[config.mk]
export PLATFORM = sky130hd
export DESIGN_NAME = inst_fetch_queue
export DESIGN_NICKNAME = d
export VERILOG_FILES = /design/src/rtl/inst_fetch_queue.sv
export SDC_FILE = /design/constraint.sdc
export NUM_CORES = 1
export LEC_CHECK = 0
export BUFFER_PORTS_ARGS = -buffer_cell sky130_fd_sc_hd__buf_2
export CAP_MARGIN = 20
export CORE_MARGIN = 10
export CORE_UTILIZATION = 23
export DETAILED_ROUTE_END_ITERATION = 10
export PLACE_DENSITY_LB_ADDON = 0.08
export SYNTH_ARGS = -nofsm -noshare
export SYNTH_HDL_FRONTEND = slang
export SYNTH_SLANG_ARGS = --single-unit
[constraint.sdc]
create_clock -name clk -period 4.5 [get_ports clk]
set_input_delay 0.675 -clock clk [delete_from_list [all_inputs] [get_ports clk]]
set_output_delay 0.675 -clock clk [all_outputs]
set_load 0.02 [all_outputs]
[src/rtl/inst_fetch_queue.sv]
// IF->ID instruction queue: DEPTH-entry FIFO that decouples fetch from decode and drops everything on flush/branch cancel.
// Optional zero-latency pass-through when empty is enabled by defining FQ_BYPASS_EN.
module inst_fetch_queue #(
  parameter int BUS_W = 69,
  parameter int DEPTH = 4
) (
  input  logic                       clk,
  input  logic                       resetn,
  input  logic                       flush,
  input  logic                       br_cancel,
  input  logic                       fs_to_fq_valid,
  input  logic [BUS_W-1:0]           fs_to_fq_bus,
  output logic                       fq_allow_in,
  output logic                       fq_to_ds_valid,
  output logic [BUS_W-1:0]           fq_to_ds_bus,
  input  logic                       ds_allow_in,
  output logic [$clog2(DEPTH+1)-1:0] fq_count,
  output logic                       fq_empty
);

  localparam int PTR_W = $clog2(DEPTH);
  localparam int CNT_W = $clog2(DEPTH+1);

  logic [BUS_W-1:0] mem_q [DEPTH];
  logic [PTR_W-1:0] rd_ptr_q, rd_ptr_d;
  logic [PTR_W-1:0] wr_ptr_q, wr_ptr_d;
  logic [CNT_W-1:0] count_q, count_d;

  logic kill;
  logic bypass_take;
  logic enq;
  logic deq;

  always_comb begin
    kill           = flush | br_cancel;
    fq_allow_in    = (count_q != CNT_W'(DEPTH));
    fq_empty       = (count_q == '0);
    fq_count       = count_q;
`ifdef FQ_BYPASS_EN
    // Empty queue forwards the incoming bundle combinationally; a bundle
    // consumed this way is never written into storage.
    fq_to_ds_valid = ~fq_empty | (fs_to_fq_valid & ~kill);
    fq_to_ds_bus   = fq_empty ? fs_to_fq_bus : mem_q[rd_ptr_q];
    bypass_take    = fq_empty & fs_to_fq_valid & ~kill & ds_allow_in;
`else
    fq_to_ds_valid = ~fq_empty;
    fq_to_ds_bus   = mem_q[rd_ptr_q];
    bypass_take    = 1'b0;
`endif
    enq = fs_to_fq_valid & fq_allow_in & ~kill & ~bypass_take;
    deq = fq_to_ds_valid & ds_allow_in & ~kill & ~bypass_take;
  end

  always_comb begin
    rd_ptr_d = rd_ptr_q;
    wr_ptr_d = wr_ptr_q;
    count_d  = count_q;
    if (kill) begin
      rd_ptr_d = '0;
      wr_ptr_d = '0;
      count_d  = '0;
    end else begin
      if (enq) wr_ptr_d = wr_ptr_q + PTR_W'(1);
      if (deq) rd_ptr_d = rd_ptr_q + PTR_W'(1);
      case ({enq, deq})
        2'b10:   count_d = count_q + CNT_W'(1);
        2'b01:   count_d = count_q - CNT_W'(1);
        default: count_d = count_q;
      endcase
    end
  end

  always_ff @(posedge clk or negedge resetn) begin
    if (!resetn) begin
      rd_ptr_q <= '0;
      wr_ptr_q <= '0;
      count_q  <= '0;
    end else begin
      rd_ptr_q <= rd_ptr_d;
      wr_ptr_q <= wr_ptr_d;
      count_q  <= count_d;
    end
  end

  // Payload storage carries no reset; validity is tracked by count_q alone.
  always_ff @(posedge clk) begin
    if (enq) mem_q[wr_ptr_q] <= fs_to_fq_bus;
  end

endmodule
# Word-level counts from Yosys, hierarchy flattened
# Memory sizes are Yosys's and may differ from the RTL's.
# Cells that the tools add are included.
# classes
add_sub_neg,4
n_eq_ne,3
n_mux,8
bitwise,7
n_reduce_logical,4
# op_table
op,n
2-to-1 mux 2 bit,4
case mux 3 bit (2 select lines),1
adder 2 x 1 -> 2 bit (second input constant),2
AND 1 bit,4
nonzero test 2 bit,2
adder 3 x 1 -> 3 bit (second input constant),1
zero test 3 bit,1
2-to-1 mux 3 bit,1
!= test 3 bit (second input constant),1
nonzero test 3 bit,1
subtractor 3 x 1 -> 3 bit (second input constant),1
equality test 2 x 1 -> 1 bit (second input constant),1
equality test 2 bit (second input constant),1
2-to-1 mux 1 bit,2
inverter 1 bit,2
OR 1 bit,1
# totals
reg_bits,7
ram_bits,276
in_bits,75
output_inout_bits,75
wordCells,30
n_memories,1
# memory_table
memory,words,width,read_ports,rd_clocked_by_memory_dff,wr,line,rtl
mem_q,4,69,1,0,1,24,logic [BUS_W-1:0] mem_q [DEPTH];

# Logic depth before layout (Yosys ltp)
# Gate-level depths: netlist of run 1.
# logic_depth
depth_word,7
mapped_depth,7
ltp_nobuf,6

# Worst setup path after synthesis of run 1
# OpenSTA, ideal clock, no wires.
# synth_timing
path_kind,input to register
start,in fs_to_fq_valid
end,"mem mem_q[0][0], enable pin"
setup_ns,0.435
t_arrival_ns,2.743
required_time_ns,4.065
setup_slack_ns,1.322
stages,4
n_path_buf,1
cell_sequence,buf_2 > inv_1 > nor2_1 > and3_1
# synth_between
elab_chain_len,4
# synth_lines
element,line,rtl
start: declaration,11,"input logic fs_to_fq_valid,"
AND 1 bit (2 in a row),50,enq = fs_to_fq_valid & fq_allow_in & ~kill & ~bypass_take;
2-to-1 mux 1 bit,87,if (enq) mem_q[wr_ptr_q] <= fs_to_fq_bus;
2-to-1 mux 1 bit (implied by the code),87,
end: declaration,24,
# Every way passes these cells.

# Final worst setup path of run 1
# layout_timing
start,reg rd_ptr_q[0]
end,out fq_to_ds_bus[27]
# layout_between
elab_chain_len,1
# layout_lines
element,line,rtl
start: declaration,25,"logic [PTR_W-1:0] rd_ptr_q, rd_ptr_d;"
start signal: assignment,79,rd_ptr_q <= rd_ptr_d;
memory (4 x 69 bit),-,
end: declaration,15,"output logic [BUS_W-1:0] fq_to_ds_bus,"
# Every way passes these cells.

==> results of run 1 <==
logic make-up (layout without fill, tap and decap cells):
group                      Yosys count  count (layout)  share of synthesized area
AOI/OAI and AO/OA                   18              18                     0.0114
xor gates and xnor gates             2               2                    0.00165
adders and majority gates            5               5                    0.00661
buffers and inverters               27             224                     0.0223
DFF                                283             283                      0.798
muxes                               70              70                      0.148
and+or+nand+nor                     22              22                     0.0118
cell usage after synthesis (all sizes together):
library cell,instances
clkbuf,2
inv,6
a21oi,4
ha,4
o221ai,1
dfrtp,7
nand2,1
o2111ai,2
nand4b,1
or3,1
o311ai,1
a31oi,1
nand3,2
mux2,1
o211a,1
o21a,1
o211ai,1
mux4,69
nor2,6
xor2,2
nand2b,1
or2,4
edfxtp,276
buf,19
and3,4
o21ai,4
nor3b,1
a21o,1
nor3,1
fa,1
o31ai,1
metrics by stage:
| stage | util | hold WS, ns | instance area [µm²] | std cells |
|---|---|---|---|---|
| global route | 0.288 | 0.331 | 13100 | 1224 |
| floorplan | - | 0.379 | 10600 | 427 |
| CTS | 0.288 | 0.308 | 13100 | 1224 |
| global placement | 0.265 | 0.531 | 12000 | 1164 |
| finish | 0.288 | 0.365 | 13100 | 1224 |
| detailed placement | 0.265 | 0.536 | 12000 | 1164 |
state kept, by name (all words and copies together), names as in the netlist:
register	flops
mem_q	276
fq_count	3
rd_ptr_q	2
wr_ptr_q	2
placed cells by master, fill, tap and decap left out, types with 2 or more instances in the layout:
master     synthesis  routed
or2_2              3       3
ha_1               4       4
clkbuf_16          0      37
mux4_2            68      68
clkinv_2           0       3
dfrtp_4            0       2
dfrtp_1            7       5
edfxtp_1         276     276
nor2_1             6       6
a21oi_1            4       4
o2111ai_1          2       2
o21ai_0            4       4
clkinv_1           0       6
nand3_1            2       2
buf_2             11     149
inv_1              6       6
and3_4             0       4
clkbuf_1           2      11
xor2_1             2       2
buf_4              0       4
buf_12             7       5
power by group:
part	internal (mW)	switching (mW)
clock network	1.55	1.03
registers	2.92	0.00973
logic	0.0737	0.116
path summary, 6_finish.rpt:
kind,from,depth (start not counted),to
setup / recovery,rd_ptr_q[0],3,fq_to_ds_bus[27]
hold / removal,fs_to_fq_bus[57],1,mem_q[0][57]
setup reg to reg,fq_count[1],4,mem_q[2][23]
hold reg to reg,wr_ptr_q[0],2,wr_ptr_q[0]
max in group asynchronous,resetn,2,rd_ptr_q[0]
min in group asynchronous,resetn,2,wr_ptr_q[0]
routing by layer:
| metal | global-route usage | wire length [µm] | vias up |
|---|---|---|---|
| met4 | 0.0290 | 575 | 10 |
| met2 | 0.151 | 12500 | 131 |
| met3 | 0.0401 | 1880 | 51 |
| met1 | 0.110 | 10900 | 2635 |
| met5 | 0 | 68 | - |
| li1 | - | - | 2174 |
cell type report:
class / instances / share of cell area
multi-input combinational: 117 / 0.147
tap: 600 / 0.0573
sequential: 283 / 0.647
clock buffer: 48 / 0.0739
clock inverter: 11 / 0.00573
timing repair buffer: 159 / 0.0676
inverter: 6 / 0.00172
worst register-to-register path: cells and delay by family (launching register included):
family	cells	cell delay, ns
DFF	1	0.59
buffers and inverters	1	0.39
and+or+nand+nor	3	0.87
==> flow_summary.yaml, run 1 <==
floorplan:
  die_h_um: 235
  die_area_um2: 55100
  ios: 150
  initial_core_util: 0.233
  rows: 78
  die_w_um: 235
  coreArea_um2: 45500
layout:
  seq_area_um2: 8470
  final_nets: 682
  multi_input_area_um2: 1920
  antennaDiodeCount: 0
  n_fill_cell: 4520
  area_growth_pct: 23.5
  layout-drive-gt1-share: 0.447
critical_path:
  max_stage_delay_ns: 0.83
  end_kind: "primary output"
  worstPathRequired_ns: 3.83
  crit_chain: "buf_4, mux4_2, buf_2"
  r2r_setup_slack_ns: 2.27
  cp_data_arrival_time_ns: 2.51
  crit_slowest_cell: "dfrtp_4"
  crit_path_start_kind: "register"
  path_buf_inv: 2
  crit_path_max_fanout: 28
  crit_family: "flip-flops"
  critical_path_class: "reg -> out"
route:
  first_iter_violations: 248
  routedWlPerCell_um: 21.1
  routed-via-count: 5001
  drt_pass1_iterations: 4
  via_per_inst: 4.09
  drt_wl_total_um: 25900
  drc: 0
  ant_nets: 0
clock_tree:
  cts_sinks: 283
  cts_max_level: 2
  cts_resized: 0
  cts_tree: "built"
  cts_hold_buf: 1
  clk_latency_ns: 0.52
  cts-buffers-inserted: 35
  cts_buffer_depth: 3
  path_clk_slew_ns: 0.06
  cts_root_buf: "clkbuf_16"
  postCtsSetupBuffers: 0
sta:
  period_minus_slack_ns: 3.18
  rsz0062_at_grt: "no"
  finalCritPeriodShare: 0.707
  finalHoldViolCount: 0
  max_freq_mhz: 314
  skew_ns: 0.00964
  fin_setup_tns_ns: 0
  finalMaxSlewViolations: 0
  max-slew-margin-rel: 0.495
  worstMarginPinSlew_ns: 0.757
  timing.final.ws_setup_ns: 1.32
  setup_viol: 0
job:
  drv_cap: 0
logic_synthesis:
  synth_top_cell_by_area: "edfxtp_1"
  synthCells: 427
  syn_nets: 507
  ys_types: 35
  yosys-top-cells-area: "edfxtp_1 78%, mux4_2 14%, dfrtp_1 1.7%"
  synth-seq-area-share: 0.798
  synth_top_area_share: 0.782
  synthesis.area_um2: 10600
  syn_avg_cell_area_um2: 24.8
  ys_seq_elements: 283
  yosys_warnings: 0
placement:
  dp_hpwl_um: 15300
  post-place-ws_ns: 1.74
  port_buffers: 149
  gp_congestion: 0.652
worst_hold_path:
  hold_class: "in -> reg"
run_status:
  outcome: "completed"
global_route:
  grt_pass1_vias: 5658
  grt_max_degree: 60
  antenna_found_initial: 6
  grt_overflow_total: 0
  grt_pass1_wl_um: 38400
  track_usage: 0.0933
power:
  power_per_cell_area_nw_per_um2: 435
  ir_worst_vdd_v: 0.000206
  power_mw: 5.70
  leakage_nw: 4.25
(Power assumes the default switching activity.)
==> run 2, diff against run 1 <==
--- a/config.mk
+++ b/config.mk
@@ -5,6 +5,7 @@
 export SDC_FILE = /design/constraint.sdc
 export NUM_CORES = 1
 export LEC_CHECK = 0
+export ABC_AREA = 1
 export BUFFER_PORTS_ARGS = -buffer_cell sky130_fd_sc_hd__buf_2
 export CAP_MARGIN = 20
 export CORE_MARGIN = 10
==> constraint.sdc (replaced) <==
create_clock -name clk -period 3.3 [get_ports clk]
set_input_delay 0.495 -clock clk [delete_from_list [all_inputs] [get_ports clk]]
set_output_delay 0.495 -clock clk [all_outputs]
set_load 0.02 [all_outputs]
==> run 2 against run 1 <==
Sequential cell count did not move. Power increased by 44%. Final cell count up 24%. Clock power increased by 44%. Worst hold slack lost 0.18 ns. Register-to-register slack worse by 0.98 ns. Utilization is 0.33 points higher. Via count grew 28%. Critical path depth grew 1. Wire length grew 13%. Area after synthesis increased by 0.80%. Global-route usage rose by 1.1 points. Critical endpoint is now fq_to_ds_bus[0]. Largest cell class unchanged.
==> flow_summary.yaml, run 2 <==
critical_path:
  crit_path_start_kind: "register"
  critical_path_class: "reg -> out"
  reg2reg_to: "fq_count[2]"
  r2r_setup_slack_ns: 1.29
  crit_path_max_fanout: 93
  end_kind: "primary output"
  r2r-start: "fq_count[1]"
  worstPathRequired_ns: 2.80
  reg2reg_depth: 13
  cp_data_arrival_time_ns: 2.35
clock_tree:
  cts_hold_buf: 1
  cts_root_buf: "clkbuf_16"
  path_clk_slew_ns: 0.06
  cts_tree: "built"
  clk_latency_ns: 0.53
  postCtsSetupBuffers: 0
  cts_buffer_depth: 3
  cts_resized: 0
  cts-buffers-inserted: 35
  cts_max_level: 2
  cts_sinks: 283
sta:
  period_minus_slack_ns: 2.84
  skew_ns: 0.0134
  holdWs_ns: 0.184
  timing.final.ws_setup_ns: 0.460
  finalCritPeriodShare: 0.861
  max_freq_mhz: 352
  worstMarginPinSlew_ns: 0.619
  max-slew-margin-rel: 0.587
  finalMaxSlewViolations: 0
  rsz0062_at_grt: "no"
  finalHoldViolCount: 0
  setup_viol: 0
  fin_setup_tns_ns: 0
layout:
  final_cell_mix: "276 x edfxtp_1, 149 x buf_2, 139 x nor2_1"
  fin_util: 0.291
  regMostFlops: "mem_q"
  area_growth_pct: 24.4
  final_nets: 971
  fin_area_um2: 13300
  instances_no_fill: 1517
  final_common_cell: "edfxtp_1"
  largest_reg_flops: 276
  layout-drive-gt1-share: 0.246
worst_hold_path:
  min-delay-start: "fs_to_fq_bus[28]"
  min_to: "mem_q[1][28]"
  hold_depth: 1
  hold_class: "in -> reg"
route:
  first_iter_violations: 294
  drt_wl_total_um: 29300
  ant_nets: 0
  routed-via-count: 6414
  routedWlPerCell_um: 19.3
  drc: 0
  via_per_inst: 4.23
  drt_pass1_iterations: 4
floorplan:
  die_area_um2: 55500
  initial_core_util: 0.234
  coreArea_um2: 45700
  die_w_um: 236
  die_h_um: 236
  ios: 150
  rows: 78
logic_synthesis:
  synthFlopType: "edfxtp_1"
  async_flop_share: 0.0247
  synth-edff-count: 276
  syn_nets: 812
  synth_top_cells_by_count: "276 x edfxtp_1, 143 x nor2_1, 74 x o21ai_1, 69 x o21ai_0, 69 x o22ai_1"
  syn_avg_cell_area_um2: 14.6
  synth_top_cell_by_area: "edfxtp_1"
  synth-seq-area-share: 0.792
  ys_types: 23
  synthesis.area_um2: 10700
  ys_seq_elements: 283
  yosys-top-cells-area: "edfxtp_1 78%, nor2_1 5.0%, o22ai_1 4.0%"
  yosys_warnings: 0
  synthCells: 732
  synth_top_area_share: 0.775
  synth.most_common_cell: "edfxtp_1"
placement:
  gp_congestion: 0.685
  port_buffers: 149
  dp_hpwl_um: 16400
  post_dp_cell_area_um2: 12200
  placed_cells_incl_taps: 1453
  post-place-ws_ns: 0.947
power:
  p_sw_mw: 1.78
  internal_power_mw: 6.40
  power_per_cell_area_nw_per_um2: 615
  leakage_nw: 4.59
  power_mw: 8.18
  ir_worst_vdd_v: 0.000356
  combPwrFrac: 0.056
  clockPowerShare: 0.454
  p_sw_frac: 0.217
  p_seq_frac: 0.490
global_route:
  grt_pass1_vias: 6694
  grt_overflow_total: 0
  grt_max_degree: 94
  antenna_found_initial: 3
  grt_pass1_wl_um: 44100
  track_usage: 0.104
run_status:
  outcome: "completed"
job:
  drv_cap: 0
## run 2: cell count changes after synthesis, moves of 4 or more
| cell | change |
|---|---|
| nor2_1 | +137 |
| o22ai_1 | +69 |
| buf_12 | -7 |
| inv_1 | +5 |
| mux4_2 | -68 |
| nand2_1 | +18 |
| o21ai_1 | +74 |
| clkbuf_1 | +18 |
| buf_4 | +7 |
| and3_1 | -4 |
| buf_6 | +7 |
| o21ai_0 | +65 |
## run 2: logic make-up after synthesis
kind of cell	after synthesis	synth area share
XOR/XNOR	1	0.000820
buffers and inverters	58	0.0295
flip-flops	283	0.792
AO/OA/AOI/OAI	216	0.110
AND/OR/NAND/NOR	169	0.0615
adder cells (fa/ha/maj)	5	0.00656
## run 2: layout make-up
type / count / area (µm²)
Fill cell: 4666 / 32400
Sequential cell: 283 / 8470
Multi-Input combinational cell: 391 / 1940
Timing Repair Buffer: 166 / 976
Clock buffer: 46 / 960
Tap cell: 600 / 751
Clock inverter: 15 / 146
Inverter: 14 / 55.1
Antenna cell: 2 / 5.00
## run 2: how the worst max path moves through the flow
stage / startpoint / end / slack [ns] / depth (start not counted)
finish: rd_ptr_q[0] / fq_to_ds_bus[0] / 0.46 / 4
detailed placement: rd_ptr_q[0] / fq_to_ds_bus[25] / 0.95 / 5
CTS: rd_ptr_q[0] / fq_to_ds_bus[25] / 0.35 / 5
global route: rd_ptr_q[0] / fq_to_ds_bus[6] / 0.31 / 4
global placement: rd_ptr_q[0] / fq_to_ds_bus[25] / 0.95 / 5
floorplan: fq_count[0] / mem_q[0][0] / -1.09 / 4
## run 2: worst max-delay path: stages (launching register included)
cell     delay [ns]
dfrtp_4        0.65
buf_12         0.35
o21ai_0        0.18
o22ai_1        0.29
buf_2          0.23
## run 2: per-layer routing
metal	up-vias	track usage	share of wire
met1	3171	0.130	0.45
met4	4	0.0364	0.021
met5	-	0	0.00092
li1	3073	-	-
met3	43	0.0275	0.048
met2	123	0.170	0.48
## run 2: power groups by stage
stage	sequential, mW	combinational, mW	clock [mW]
2_1_floorplan	4.09	0.247	0
3_3_place_gp	4.09	0.479	0
3_5_place_dp	4.09	0.476	0
4_1_cts	4.01	0.478	3.88
5_1_grt	4.01	0.513	4.02
6_report	4.01	0.458	3.71
